### config.mk
export PLATFORM = sky130hd
export DESIGN_NAME = vend_datapath_flat
export DESIGN_NICKNAME = d
export VERILOG_FILES = /design/src/rtl/vend_pkg.sv /design/src/rtl/vend_datapath_if.sv /design/src/rtl/vend_datapath_change_dispenser.sv /design/src/rtl/vend_datapath.sv /design/src/flat_wrapper.sv
export SDC_FILE = /design/constraint.sdc
export NUM_CORES = 1
export LEC_CHECK = 0
export CAP_MARGIN = 20
export CORE_ASPECT_RATIO = 1.5
export CORE_MARGIN = 3
export CORE_UTILIZATION = 50
export CTS_BUF_LIST = sky130_fd_sc_hd__clkbuf_16
export DETAILED_ROUTE_END_ITERATION = 8
export GPL_TIMING_DRIVEN = 0
export PLACE_DENSITY = 0.77
export SYNTH_ARGS = -nofsm -noshare
export SYNTH_HDL_FRONTEND = slang
export SYNTH_SLANG_ARGS = --single-unit
### constraint.sdc
create_clock -name clk -period 6.9 [get_ports clk]
set_input_delay 2.07 -clock clk [delete_from_list [all_inputs] [get_ports clk]]
set_output_delay 2.07 -clock clk [all_outputs]
set_load 0.02 [all_outputs]
### src/rtl/vend_pkg.sv
// Shared vending datapath types: coin encodings, coin unit values, price table
// and dispenser FSM states. All money quantities are in 5-cent units.
package vend_pkg;

  typedef enum logic [1:0] {
    COIN_5C  = 2'd0,
    COIN_10C = 2'd1,
    COIN_25C = 2'd2,
    COIN_BAD = 2'd3
  } coin_t;

  localparam logic [2:0] UNITS_5C  = 3'd1;
  localparam logic [2:0] UNITS_10C = 3'd2;
  localparam logic [2:0] UNITS_25C = 3'd5;

  typedef enum logic [1:0] {
    D_IDLE = 2'd0,
    D_LOAD = 2'd1,
    D_PAY  = 2'd2,
    D_FIN  = 2'd3
  } disp_state_t;

  // Unit value of an inserted coin; the invalid code is worth nothing.
  function automatic logic [2:0] coin_units(input logic [1:0] t);
    logic [2:0] u;
    case (t)
      COIN_5C:  u = UNITS_5C;
      COIN_10C: u = UNITS_10C;
      COIN_25C: u = UNITS_25C;
      default:  u = 3'd0;
    endcase
    return u;
  endfunction

  function automatic logic [3:0] price_units(input logic [1:0] s);
    logic [3:0] p;
    case (s)
      2'd0:    p = 4'd3;
      2'd1:    p = 4'd5;
      2'd2:    p = 4'd7;
      default: p = 4'd10;
    endcase
    return p;
  endfunction

endpackage

### src/rtl/vend_datapath_if.sv
// Controller/coin-mech/hopper signal bundle for the vending datapath; master is
// the controller side, slave is the datapath.
interface vend_datapath_if #(
  parameter int CREDIT_W = 8
);
  logic                coin_valid;
  logic [1:0]          coin_type;
  logic [1:0]          sel;
  logic                start;
  logic                ldM;
  logic                check;
  logic                RC;
  logic                canceled;
  logic                done;
  logic                in;
  logic                error;
  logic                coin_reject;
  logic                vend;
  logic                coin_out_valid;
  logic [1:0]          coin_out_type;
  logic                coin_out_ready;
  logic [CREDIT_W-1:0] credit;
  logic                pay_done;
  logic [15:0]         sales_total;

  modport master (
    output coin_valid, coin_type, sel, start, ldM, check, RC, canceled, done,
           coin_out_ready,
    input  in, error, coin_reject, vend, coin_out_valid, coin_out_type,
           credit, pay_done, sales_total
  );

  modport slave (
    input  coin_valid, coin_type, sel, start, ldM, check, RC, canceled, done,
           coin_out_ready,
    output in, error, coin_reject, vend, coin_out_valid, coin_out_type,
           credit, pay_done, sales_total
  );

endinterface

### src/rtl/vend_datapath_change_dispenser.sv
// Change/refund dispenser FSM: latches change one cycle after RC/canceled, then pays
// greedy coins; each coin is held on coin_out_* until the hopper raises ready.
module change_dispenser
  import vend_pkg::*;
#(
  parameter int CREDIT_W = 8
) (
  input  logic                clk,
  input  logic                reset,
  input  logic                rc,
  input  logic                canceled,
  input  logic [CREDIT_W-1:0] credit,
  input  logic [CREDIT_W-1:0] price,
  input  logic                coin_out_ready,
  output logic                vend,
  output logic                clr_credit,
  output logic                coin_out_valid,
  output logic [1:0]          coin_out_type,
  output logic                pay_done
);

  disp_state_t         state, state_nxt;
  logic [CREDIT_W-1:0] change, change_nxt;
  logic                vend_nxt;
  logic [1:0]          pick_type;
  logic [CREDIT_W-1:0] pick_val;

  always_ff @(posedge clk or negedge reset) begin
    if (!reset) begin
      state  <= D_IDLE;
      change <= '0;
      vend   <= 1'b0;
    end else begin
      state  <= state_nxt;
      change <= change_nxt;
      vend   <= vend_nxt;
    end
  end

  // Greedy pick depends only on the change register, so the offer is stable
  // for as long as the hopper stalls.
  always_comb begin
    pick_type = COIN_5C;
    pick_val  = CREDIT_W'(UNITS_5C);
    if (change >= CREDIT_W'(UNITS_25C)) begin
      pick_type = COIN_25C;
      pick_val  = CREDIT_W'(UNITS_25C);
    end else if (change >= CREDIT_W'(UNITS_10C)) begin
      pick_type = COIN_10C;
      pick_val  = CREDIT_W'(UNITS_10C);
    end
  end

  always_comb begin
    state_nxt      = state;
    change_nxt     = change;
    vend_nxt       = 1'b0;
    clr_credit     = 1'b0;
    coin_out_valid = 1'b0;
    coin_out_type  = COIN_5C;
    pay_done       = 1'b0;
    case (state)
      D_IDLE: begin
        if (rc) begin
          state_nxt  = D_LOAD;
          vend_nxt   = 1'b1;
          change_nxt = (credit >= price) ? (credit - price) : '0;
        end else if (canceled) begin
          state_nxt  = D_LOAD;
          change_nxt = credit;
        end
      end
      D_LOAD: begin
        clr_credit = 1'b1;
        state_nxt  = (change == '0) ? D_FIN : D_PAY;
      end
      D_PAY: begin
        coin_out_valid = 1'b1;
        coin_out_type  = pick_type;
        if (coin_out_ready) begin
          change_nxt = change - pick_val;
          if (change == pick_val) begin
            state_nxt = D_FIN;
          end
        end
      end
      D_FIN: begin
        pay_done = 1'b1;
      end
      default: begin
        state_nxt = D_IDLE;
      end
    endcase
  end

endmodule

### src/rtl/vend_datapath.sv
// Vending datapath: credit accumulation, coin rejection, idle timer, change payout.
// Coin accept/reject lands 1 cycle after coin_valid; VEND_AUDIT_EN adds a sales counter.
module vend_datapath
  import vend_pkg::*;
#(
  parameter int CREDIT_W   = 8,
  parameter int MAX_CREDIT = 40,
  parameter int IDLE_CYC   = 16
) (
  input logic           clk,
  input logic           reset,
  vend_datapath_if.slave bus
);

  localparam int IDLE_W = $clog2(IDLE_CYC + 1);

  logic [CREDIT_W-1:0] credit_q;
  logic [CREDIT_W-1:0] price;
  logic [CREDIT_W:0]   sum;
  logic [IDLE_W-1:0]   idle_cnt;
  logic                window;
  logic                coin_ok;
  logic                accept;
  logic                reject_q;
  logic                clr_credit;

  assign price  = CREDIT_W'(price_units(bus.sel));
  assign sum    = {1'b0, credit_q} + (CREDIT_W + 1)'(coin_units(bus.coin_type));

  // Coins are only taken in the load states, and never while another
  // controller decode overlaps them or credit is being cleared.
  assign window = (bus.start | bus.ldM)
                & ~(bus.check | bus.RC | bus.canceled | bus.done)
                & ~clr_credit;
  assign coin_ok = window
                 && (bus.coin_type != COIN_BAD)
                 && (sum <= (CREDIT_W + 1)'(MAX_CREDIT));
  assign accept  = bus.coin_valid & coin_ok;

  always_ff @(posedge clk or negedge reset) begin
    if (!reset) begin
      credit_q <= '0;
      reject_q <= 1'b0;
      idle_cnt <= '0;
    end else begin
      reject_q <= bus.coin_valid & ~coin_ok;
      if (clr_credit) begin
        credit_q <= '0;
      end else if (accept) begin
        credit_q <= sum[CREDIT_W-1:0];
      end
      if (accept) begin
        idle_cnt <= IDLE_W'(IDLE_CYC);
      end else if (idle_cnt != '0) begin
        idle_cnt <= idle_cnt - 1'b1;
      end
    end
  end

  assign bus.credit      = credit_q;
  assign bus.coin_reject = reject_q;
  assign bus.in          = (idle_cnt != '0);
  // Gated by reset so the combinational flag is low while the block is held.
  assign bus.error       = reset & bus.check & (credit_q < price);

  change_dispenser #(
    .CREDIT_W (CREDIT_W)
  ) u_disp (
    .clk            (clk),
    .reset          (reset),
    .rc             (bus.RC),
    .canceled       (bus.canceled),
    .credit         (credit_q),
    .price          (price),
    .coin_out_ready (bus.coin_out_ready),
    .vend           (bus.vend),
    .clr_credit     (clr_credit),
    .coin_out_valid (bus.coin_out_valid),
    .coin_out_type  (bus.coin_out_type),
    .pay_done       (bus.pay_done)
  );

`ifdef VEND_AUDIT_EN
  logic [15:0] sales_q;
  logic [16:0] audit_sum;

  assign audit_sum = {1'b0, sales_q} + 17'(price);

  always_ff @(posedge clk or negedge reset) begin
    if (!reset) begin
      sales_q <= '0;
    end else if (bus.vend) begin
      sales_q <= audit_sum[16] ? 16'hFFFF : audit_sum[15:0];
    end
  end

  assign bus.sales_total = sales_q;
`else
  assign bus.sales_total = '0;
`endif

endmodule

### src/flat_wrapper.sv
// flat-port wrapper written by rule: the top's interface ports become plain ports
module vend_datapath_flat import vend_pkg::*;
#(
  parameter int CREDIT_W   = 8,
  parameter int MAX_CREDIT = 40,
  parameter int IDLE_CYC   = 16
)
  (clk, reset, bus_coin_valid, bus_coin_type, bus_sel, bus_start, bus_ldM, bus_check, bus_RC, bus_canceled, bus_done, bus_coin_out_ready, bus_in, bus_error, bus_coin_reject, bus_vend, bus_coin_out_valid, bus_coin_out_type, bus_credit, bus_pay_done, bus_sales_total);
  vend_datapath_if #(.CREDIT_W(CREDIT_W)) bus_i ();
  input logic clk;
  input logic reset;
  input wire logic [$bits(bus_i.coin_valid)-1:0] bus_coin_valid;
  input wire logic [$bits(bus_i.coin_type)-1:0] bus_coin_type;
  input wire logic [$bits(bus_i.sel)-1:0] bus_sel;
  input wire logic [$bits(bus_i.start)-1:0] bus_start;
  input wire logic [$bits(bus_i.ldM)-1:0] bus_ldM;
  input wire logic [$bits(bus_i.check)-1:0] bus_check;
  input wire logic [$bits(bus_i.RC)-1:0] bus_RC;
  input wire logic [$bits(bus_i.canceled)-1:0] bus_canceled;
  input wire logic [$bits(bus_i.done)-1:0] bus_done;
  input wire logic [$bits(bus_i.coin_out_ready)-1:0] bus_coin_out_ready;
  output wire logic [$bits(bus_i.in)-1:0] bus_in;
  output wire logic [$bits(bus_i.error)-1:0] bus_error;
  output wire logic [$bits(bus_i.coin_reject)-1:0] bus_coin_reject;
  output wire logic [$bits(bus_i.vend)-1:0] bus_vend;
  output wire logic [$bits(bus_i.coin_out_valid)-1:0] bus_coin_out_valid;
  output wire logic [$bits(bus_i.coin_out_type)-1:0] bus_coin_out_type;
  output wire logic [$bits(bus_i.credit)-1:0] bus_credit;
  output wire logic [$bits(bus_i.pay_done)-1:0] bus_pay_done;
  output wire logic [$bits(bus_i.sales_total)-1:0] bus_sales_total;
  assign bus_i.coin_valid = bus_coin_valid;
  assign bus_i.coin_type = bus_coin_type;
  assign bus_i.sel = bus_sel;
  assign bus_i.start = bus_start;
  assign bus_i.ldM = bus_ldM;
  assign bus_i.check = bus_check;
  assign bus_i.RC = bus_RC;
  assign bus_i.canceled = bus_canceled;
  assign bus_i.done = bus_done;
  assign bus_i.coin_out_ready = bus_coin_out_ready;
  assign bus_in = bus_i.in;
  assign bus_error = bus_i.error;
  assign bus_coin_reject = bus_i.coin_reject;
  assign bus_vend = bus_i.vend;
  assign bus_coin_out_valid = bus_i.coin_out_valid;
  assign bus_coin_out_type = bus_i.coin_out_type;
  assign bus_credit = bus_i.credit;
  assign bus_pay_done = bus_i.pay_done;
  assign bus_sales_total = bus_i.sales_total;
  vend_datapath #(.CREDIT_W(CREDIT_W), .MAX_CREDIT(MAX_CREDIT), .IDLE_CYC(IDLE_CYC)) u_core (.clk(clk), .reset(reset), .bus(bus_i));
endmodule
==> summary.md, run 1 <==
| Metric | Value |
|---|---|
| Routability congestion estimate | 0.8623 |
| MaxCap Viol Count | 0 |
| Worst setup margin | 0.1306 ns |
| Final Hold Fails | 0 |
| Remaining antenna violation count | 0 |
| Number of synthesized flops with an enable pin | 0 |
| Crit path max fanout | 4 |
| Max-slew headroom | 53.33% |
| Synth top area cells | dfrtp_1 29%, ha_1 11%, buf_4 5.9%, a21oi_1 3.5%, inv_1 3.5% |
| Vias | 1,900 |
| FMAX | 147.7 MHz |
| Grt ovf | 0 |
| Cts hold-fix bufs | 0 |
| Multi-input logic area | 1341 sq um |
| Outcome | completed |
| Crit path to | bus_error |
| Synth async-reset ratio | 100.0% |
| Post-synth top area share | 29.05% |
| Flops & latches, synth | 25 |
| Gate Count Post-Synth | 248 |
| Setup_tns | 0 ns |
| VDD IR-drop max | 0.2039 mV |
| Ys Warns | 0 |
| CP Data Required Time | 4.83 ns |
| IO buf count | 29 |
| Worst Reg-to-Reg Cells | 9 |
| Area growth syn-to-layout | 23.65% |
| Gates resized, CTS repair | 0 |
| Reg2reg setup slack | 3.68 ns |
| Critical path class | primary input to primary output |
| Diodes inserted | 0 |
| Fraction of layout cells with a size suffix above 1 | 10.10% |
| RSZ-0062 raised after global routing | no |
| Critical Path AT | 4.70 ns |
| Reg area | 625.6 sq um |
| First-pass GRT wire length | 8.397 mm |
| Total Nets Final | 334 |
| Remaining DRCs | 0 |
| Slew Limit Fails | 0 |
| Pre-CTS setup slack | 0.1861 ns |
| Row cnt | 28 |
| DR iter-0 viols | 64 |
| Yosys cell types | 46 |
| Largest net degree at the start of global routing | 15 |
| Vias in the first global route | 1,954 |
| Setup-failing EPs final | 0 |
| Antenna violations before repair | 0 |
| Synth area leader | dfrtp_1 |
| First-pass DRT Iterations | 4 |
| Num ports | 46 |
| Pleak | 1.297 nW |
| All-Layer GR Usage | 20.73% |
| Sequential fraction of the synthesis area | 29.05% |
| Die height | 86.38 um |
| Vias per inst | 5.556 |
| DP Wirelength | 4.023 mm |
| Clk root buf | clkbuf_16 |
| Dominant synthesized flop cell | dfrtp_1 |
| CTS Buffer Depth | 2 |
| Hold path cells | 2 |
| Clock transition at path regs | 0.07 ns |
| Horiz. Die Dim | 59.58 um |
| Critical Path Source Type | primary input |
| Post CTS Setup Buffer Count | 0 |
| # fillers | 347 |
| Skew final | 0.007265 ns |
| Hold WC Path Type | register to register |
| Pwr Density | 287.9 nW/um^2 |
| Reg2Reg Capture Point | u_core.u_disp.change[7]$_DFFE_PN0P_ |
| Clk Latency, worst-skew pair | 0.26 ns |
| Initial core utilization | 52.99% |
| CP Launch Point | bus_sel[1] |
| CTS tree | yes |
| Core Region | 4064 sq um |
| Routed wire length | 4.978 mm |
| Fin crit share | 98.11% |
| CP endpoint kind | primary output |
| Worst hold margin | 0.5238 ns |
| Number of CTS-inserted buffers | 3 |
| Avg Inst Size Synth | 8.683 sq um |
| H-Tree Depth | 1 |
| Die ar. | 5146 sq um |
| Worst Tran Pin Value | 0.6979 ns |
| Per-cell routed wire length | 14.56 um |
| Clock Sinks | 25 |
| Post-layout util | 65.52% |
| Worst r2r src | u_core.u_disp.change[4]$_DFFE_PN0P_ |
| Mapped Area | 2153 sq um |
| Tmin final | 6.769 ns |
how the worst min path moves through the flow:
stage                                         from                                  end  slack (ns)
3_5_place_dp   u_core.u_disp.change[6]$_DFFE_PN0P_  u_core.u_disp.change[6]$_DFFE_PN0P_        0.50
2_1_floorplan  u_core.u_disp.change[6]$_DFFE_PN0P_  u_core.u_disp.change[6]$_DFFE_PN0P_        0.47
5_1_grt        u_core.u_disp.change[6]$_DFFE_PN0P_  u_core.u_disp.change[6]$_DFFE_PN0P_        0.55
6_report       u_core.u_disp.change[6]$_DFFE_PN0P_  u_core.u_disp.change[6]$_DFFE_PN0P_        0.52
4_1_cts        u_core.u_disp.change[6]$_DFFE_PN0P_  u_core.u_disp.change[6]$_DFFE_PN0P_        0.52
3_3_place_gp   u_core.u_disp.change[7]$_DFFE_PN0P_  u_core.u_disp.change[7]$_DFFE_PN0P_        0.49
sequential cells by signal (all words and copies together) (netlist names):
register / flops
u_core.bus.coin_reject: 1
u_core.u_disp.state: 2
u_core.u_disp.change: 8
u_core.u_disp.vend: 1
u_core.bus.credit: 8
u_core.idle_cnt: 5
kinds of logic (layout without fill, tap and decap cells):
family	after synthesis	count (layout)	synth area share, %
compound gates	62	62	19.23
xor+xnor	7	7	3.196
fa+ha+maj	22	22	13.83
buf+inv	45	79	11.27
flops	25	25	29.05
mux	8	8	4.532
other cells	1	16	0.1742
simple gates	78	78	18.71
per-layer routing:
layer  part of all wire [%]  wire length [um]  vias to the layer above  global-route usage, %
li1                       -                 -                      950                      -
met1                     39              1918                      883                  22.55
met2                     54              2705                       50                  37.71
met3                    3.7               183                       17                  2.534
met4                    3.4               171                        0                  10.89
met5                      0                 0                        -                      0
stage by stage:
step	cell area (sq um)	instances	power, mW
after global placement	2556	337	0.6177
after detailed placement	2584	338	0.6349
after CTS	2663	342	0.7679
final	2663	342	0.7665
after global routing	2663	342	0.8293
after floorplan	2210	263	0.5217
synth_stat cells (4+ instances only):
master / n
o31ai_1: 4
inv_1: 20
o21ai_0: 14
nand4_1: 4
nor3_1: 6
mux2i_1: 6
or3_1: 6
ha_1: 19
and2_1: 5
nor2_1: 17
o221ai_1: 4
buf_4: 17
nor2b_1: 5
nand2_1: 19
dfrtp_1: 25
a21o_1: 7
clkbuf_1: 5
a21oi_1: 15
final cells by class:
cell class | count | area share (%)
inverter | 20 | 2.820
buffer | 25 | 6.297
multi-input combinational | 193 | 50.38
timing repair buffer | 30 | 11.94
clock inverter | 1 | 0.1410
tap | 45 | 2.115
sequential | 25 | 23.50
clock buffer | 3 | 2.820
critical path, cell delays in order:
cell and delay (ns):
clkdlybuf4s50_1 0.49, inv_1 0.05, ha_1 0.27, ha_1 0.34
nor2b_1 0.15, o21ai_0 0.45, and4_1 0.27, clkdlybuf4s50_1 0.60
cells in the final DEF (no fill, tap or decap), types with 2 or more instances in the layout:
master and instances:
clkdlybuf4s50_1 29, dfrtp_1 25, inv_1 21, nand2_1 19, ha_1 19, nor2_1 17, buf_4 17, conb_1 16
a21oi_1 15, o21ai_0 14, a21o_1 7, or3_1 6, mux2i_1 6, nor3_1 6, nor2b_1 5, clkbuf_1 5
and2_1 5, o31ai_1 4, nand4_1 4, o221ai_1 4, a211o_1 3, nor4_1 3, nand2b_1 3, or4_1 3
xnor2_1 3, xor2_1 3, fa_1 3, clkbuf_16 3, buf_2 2, and3b_1 2, o311a_1 2, a211oi_1 2
and4_1 2, a31o_2 2, a21boi_0 2, a41oi_1 2
power breakdown:
part           leakage [nW]  internal, mW  switching, mW
registers             0.324         0.189         0.0374
logic                 0.931         0.179          0.231
clock network        0.0423        0.0776         0.0529
total                  1.30         0.446          0.321
Note: power is estimated with default switching activity, not from simulation.
==> inputs of run 2 (changes only) <==
PLACE_DENSITY = 0.75   (was 0.77)
SYNTH_HIERARCHICAL = 1   (was default)
==> run 2 against run 1 <==
Clock skew decreased by 0.0053 ns. Global-route usage down 1.6 points. Count of clock-buffer cells in the layout unchanged. Routed wire length rose by 8.5%. Sequential share of layout area shrank 2.6 points. Core utilization down 0.56 points. Largest cell class unchanged.
==> summary.md, run 2 <==
| Metric | Value |
|---|---|
| First-pass DRT Iterations | 4 (unchanged) |
| Post-layout util | 64.96% (-0.56 points) |
| Gates resized, CTS repair | 0 (unchanged) |
| Synth top area cells | dfrtp_1 26%, ha_1 13%, a21oi_1 5.3%, buf_4 4.9%, inv_1 4.6% |
| Clk Latency, worst-skew pair | 0.25 ns (about the same) |
| FMAX | 159.5 MHz (+8.0%) |
| Clock transition at path regs | 0.06 ns (about the same) |
| Reg2Reg Capture Point | u_core/u_disp/change[5]$_DFFE_PN0P_ |
| Hold path cells | 2 (unchanged) |
| Post-synth top area share | 25.54% (-3.5 points) |
| Setup-failing EPs final | 0 (unchanged) |
| Critical Path AT | 4.20 ns (-0.50 ns) |
| Flops & latches, synth | 25 (unchanged) |
| Die ar. | 5793 sq um (+13%) |
| Worst Reg-to-Reg Cells | 11 (+2) |
| Number of synthesized flops with an enable pin | 0 (unchanged) |
| Remaining DRCs | 0 (unchanged) |
| Number of CTS-inserted buffers | 3 (unchanged) |
| Hold_sp | u_core/idle_cnt[4]$_DFFE_PN0P_ |
| Total Nets Final | 381 (+14%) |
| Antenna violations before repair | 0 (unchanged) |
| CP max stage delay | 0.60 ns (about the same) |
| Post CTS Setup Buffer Count | 0 (unchanged) |
| Row cnt | 30 (+7.1%) |
| CP cell instances | clkdlybuf4s50_1, inv_1, ha_1, ha_1, o21a_1, o21a_1, o21ai_0, and3_1, clkdlybuf4s50_1 |
| VDD IR-drop max | 0.1096 mV (-46%) |
| Routability congestion estimate | 0.8889 (+3.1%) |
| CP delay by family, top | buffers and inverters |
| MaxCap Viol Count | 0 (unchanged) |
| Outcome | completed |
| Critical Path Source Type | primary input |
| Reg2reg setup slack | 3.89 ns (+0.21 ns) |
| First-pass GRT wire length | 9.108 mm (+8.5%) |
| Cts hold-fix bufs | 0 (unchanged) |
| DP Wirelength | 4.275 mm (+6.3%) |
| Critical path class | primary input to primary output |
| Yosys cell types | 61 (+33%) |
| Sequential fraction of the synthesis area | 25.54% (-3.5 points) |
| Initial core utilization | 53.06% (+0.076 points) |
| Dominant synthesized flop cell | dfrtp_1 |
| RSZ-0062 raised after global routing | no |
| Avg Inst Size Synth | 8.626 sq um (-0.65%) |
| Per-cell routed wire length | 13.47 um (-7.5%) |
| Num ports | 46 (unchanged) |
| Fin crit share | 90.86% (-7.2 points) |
| Worst r2r src | u_core/u_disp/change[3]$_DFFE_PN0P_ |
| Synth area leader | dfrtp_1 |
| Setup_tns | 0 ns (unchanged) |
| Vias | 2,186 (+15%) |
| Worst setup margin | 0.6306 ns (+0.5000 ns) |
| Core Region | 4617 sq um (+14%) |
| Mapped Area | 2450 sq um (+14%) |
| Top cells by count, synth | 30 x inv_1, 26 x a21oi_1, 26 x ha_1, 25 x dfrtp_1, 18 x nand2_1 |
| Worst Tran Pin Value | 0.8479 ns (+0.1500 ns) |
| IO buf count | 29 (unchanged) |
| Commonest non-fill, non-tap cell in the layout | inv_1 |
| H-Tree Depth | 1 (unchanged) |
| Count leader, synth | inv_1 |
| Pre-CTS setup slack | 0.6147 ns (+0.4286 ns) |
| Max-slew headroom | 43.35% (-10 points) |
| Slew Limit Fails | 0 (unchanged) |
| Pleak | 1.387 nW (+6.9%) |
| Worst hold margin | 0.5376 ns (+0.01389 ns) |
| Gate Count Post-Synth | 284 (+15%) |
| # fillers | 426 (+23%) |
| CTS tree | yes |
| Skew final | 0.002013 ns (-0.005253 ns) |
| CTS Buffer Depth | 2 (unchanged) |
| Routed wire length | 5.400 mm (+8.5%) |
| Clock Sinks | 25 (unchanged) |
| Tmin final | 6.269 ns (-0.5000 ns) |
| Total Power | 788.5 uW (+2.9%) |
| Finished Cell Area | 2999 sq um (+13%) |
| Ys Warns | 6 (+6) |
| Cell Area, Placed | 2919 sq um (+13%) |
| Vias in the first global route | 2,031 (+3.9%) |
| DR iter-0 viols | 79 (+23%) |
| CP Data Required Time | 4.83 ns (about the same) |
| Hold WC Path Type | register to register |
| Synth async-reset ratio | 100.0% (unchanged) |
| All-Layer GR Usage | 19.11% (-1.6 points) |
| Die height | 91.73 um (+6.2%) |
| Pwr Density | 262.9 nW/um^2 (-8.7%) |
| Hold EP | u_core/idle_cnt[4]$_DFFE_PN0P_ |
| Remaining antenna violation count | 0 (unchanged) |
| DP Cell Count | 397 (+17%) |
| Grt ovf | 0 (unchanged) |
| Diodes inserted | 0 (unchanged) |
| Final Hold Fails | 0 (unchanged) |
| Crit path max fanout | 2 (-2) |
| Fraction of layout cells with a size suffix above 1 | 9.496% (-0.61 points) |
| Horiz. Die Dim | 63.16 um (+6.0%) |
| Worst Path Buf+Inv | 3 (unchanged) |
| Area growth syn-to-layout | 22.42% |
| Largest net degree at the start of global routing | 21 (+6) |
| Clk root buf | clkbuf_16 |
| CP endpoint kind | primary output |
| Crit-path slowest cell | clkdlybuf4s50_1 |
| Vias per inst | 5.451 (-1.9%) |
| Most frequent cells in the layout | 30 x inv_1, 29 x clkdlybuf4s50_1, 26 x a21oi_1, 26 x ha_1, 25 x dfrtp_1 |
| Finished Layout Cells | 401 (+17%) |
-- run 2: cell count changes in the layout (fill, tap and decap cells not counted), sizes merged, moves of 4 or more --
cell	delta
inv	+9
nor2	-6
ha	+7
conb	+4
o221ai	-4
xnor2	+4
mux2i	-5
a21oi	+11
a211oi	+5
-- run 2: layer usage --
metal	vias up	track usage, %	routed length (um)
met3	10	1.103	184
met4	0	9.024	145
met2	59	33.22	2694
met5	-	0	0
li1	1097	-	-
met1	1020	23.84	2375
-- run 2: worst max path at each step --
stage	startpoint	to	slack (ns)	depth (start not counted)
global route	bus_sel[1]	bus_error	0.49	9
finish	bus_sel[1]	bus_error	0.63	9
detailed placement	bus_sel[1]	bus_error	0.61	9
global placement	reset	bus_error	0.30	4
floorplan	bus_sel[1]	bus_error	1.68	7
CTS	bus_sel[1]	bus_error	0.61	9
-- run 2: cell families after synthesis --
kind of cell | share of synthesized area (%)
XOR/XNOR | 3.575
AND/OR/NAND/NOR | 18.28
AO/OA/AOI/OAI | 23.85
multiplexers | 1.277
buffers and inverters | 11.59
flip-flops | 25.54
other | 0.1531
adder cells (fa/ha/maj) | 15.73
-- run 2: area by class of cell --
type | instances | area [sq um] | area share (%)
flip-flops and latches | 25 | 625.6 | 20.86
clock buffers | 3 | 75.07 | 2.503
repair buffers | 30 | 317.8 | 10.60
clock inverters | 1 | 5.005 | 0.1669
well taps | 64 | 80.08 | 2.670
inverters | 30 | 112.6 | 3.755
plain buffers | 23 | 171.4 | 5.715
multi-input cells | 225 | 1612 | 53.73
-- run 2: power by group --
group | leakage (nW) | internal [mW] | switching (mW)
clock | 0.0409 | 0.0780 | 0.0485
combinational | 1.03 | 0.189 | 0.228
sequential | 0.312 | 0.198 | 0.0480
total | 1.39 | 0.464 | 0.324
-- run 2: tightest hold or removal path: stages (launching register included) --
cell     delay [ns]
dfrtp_1        0.37
a21oi_1        0.08
nand2_1        0.06
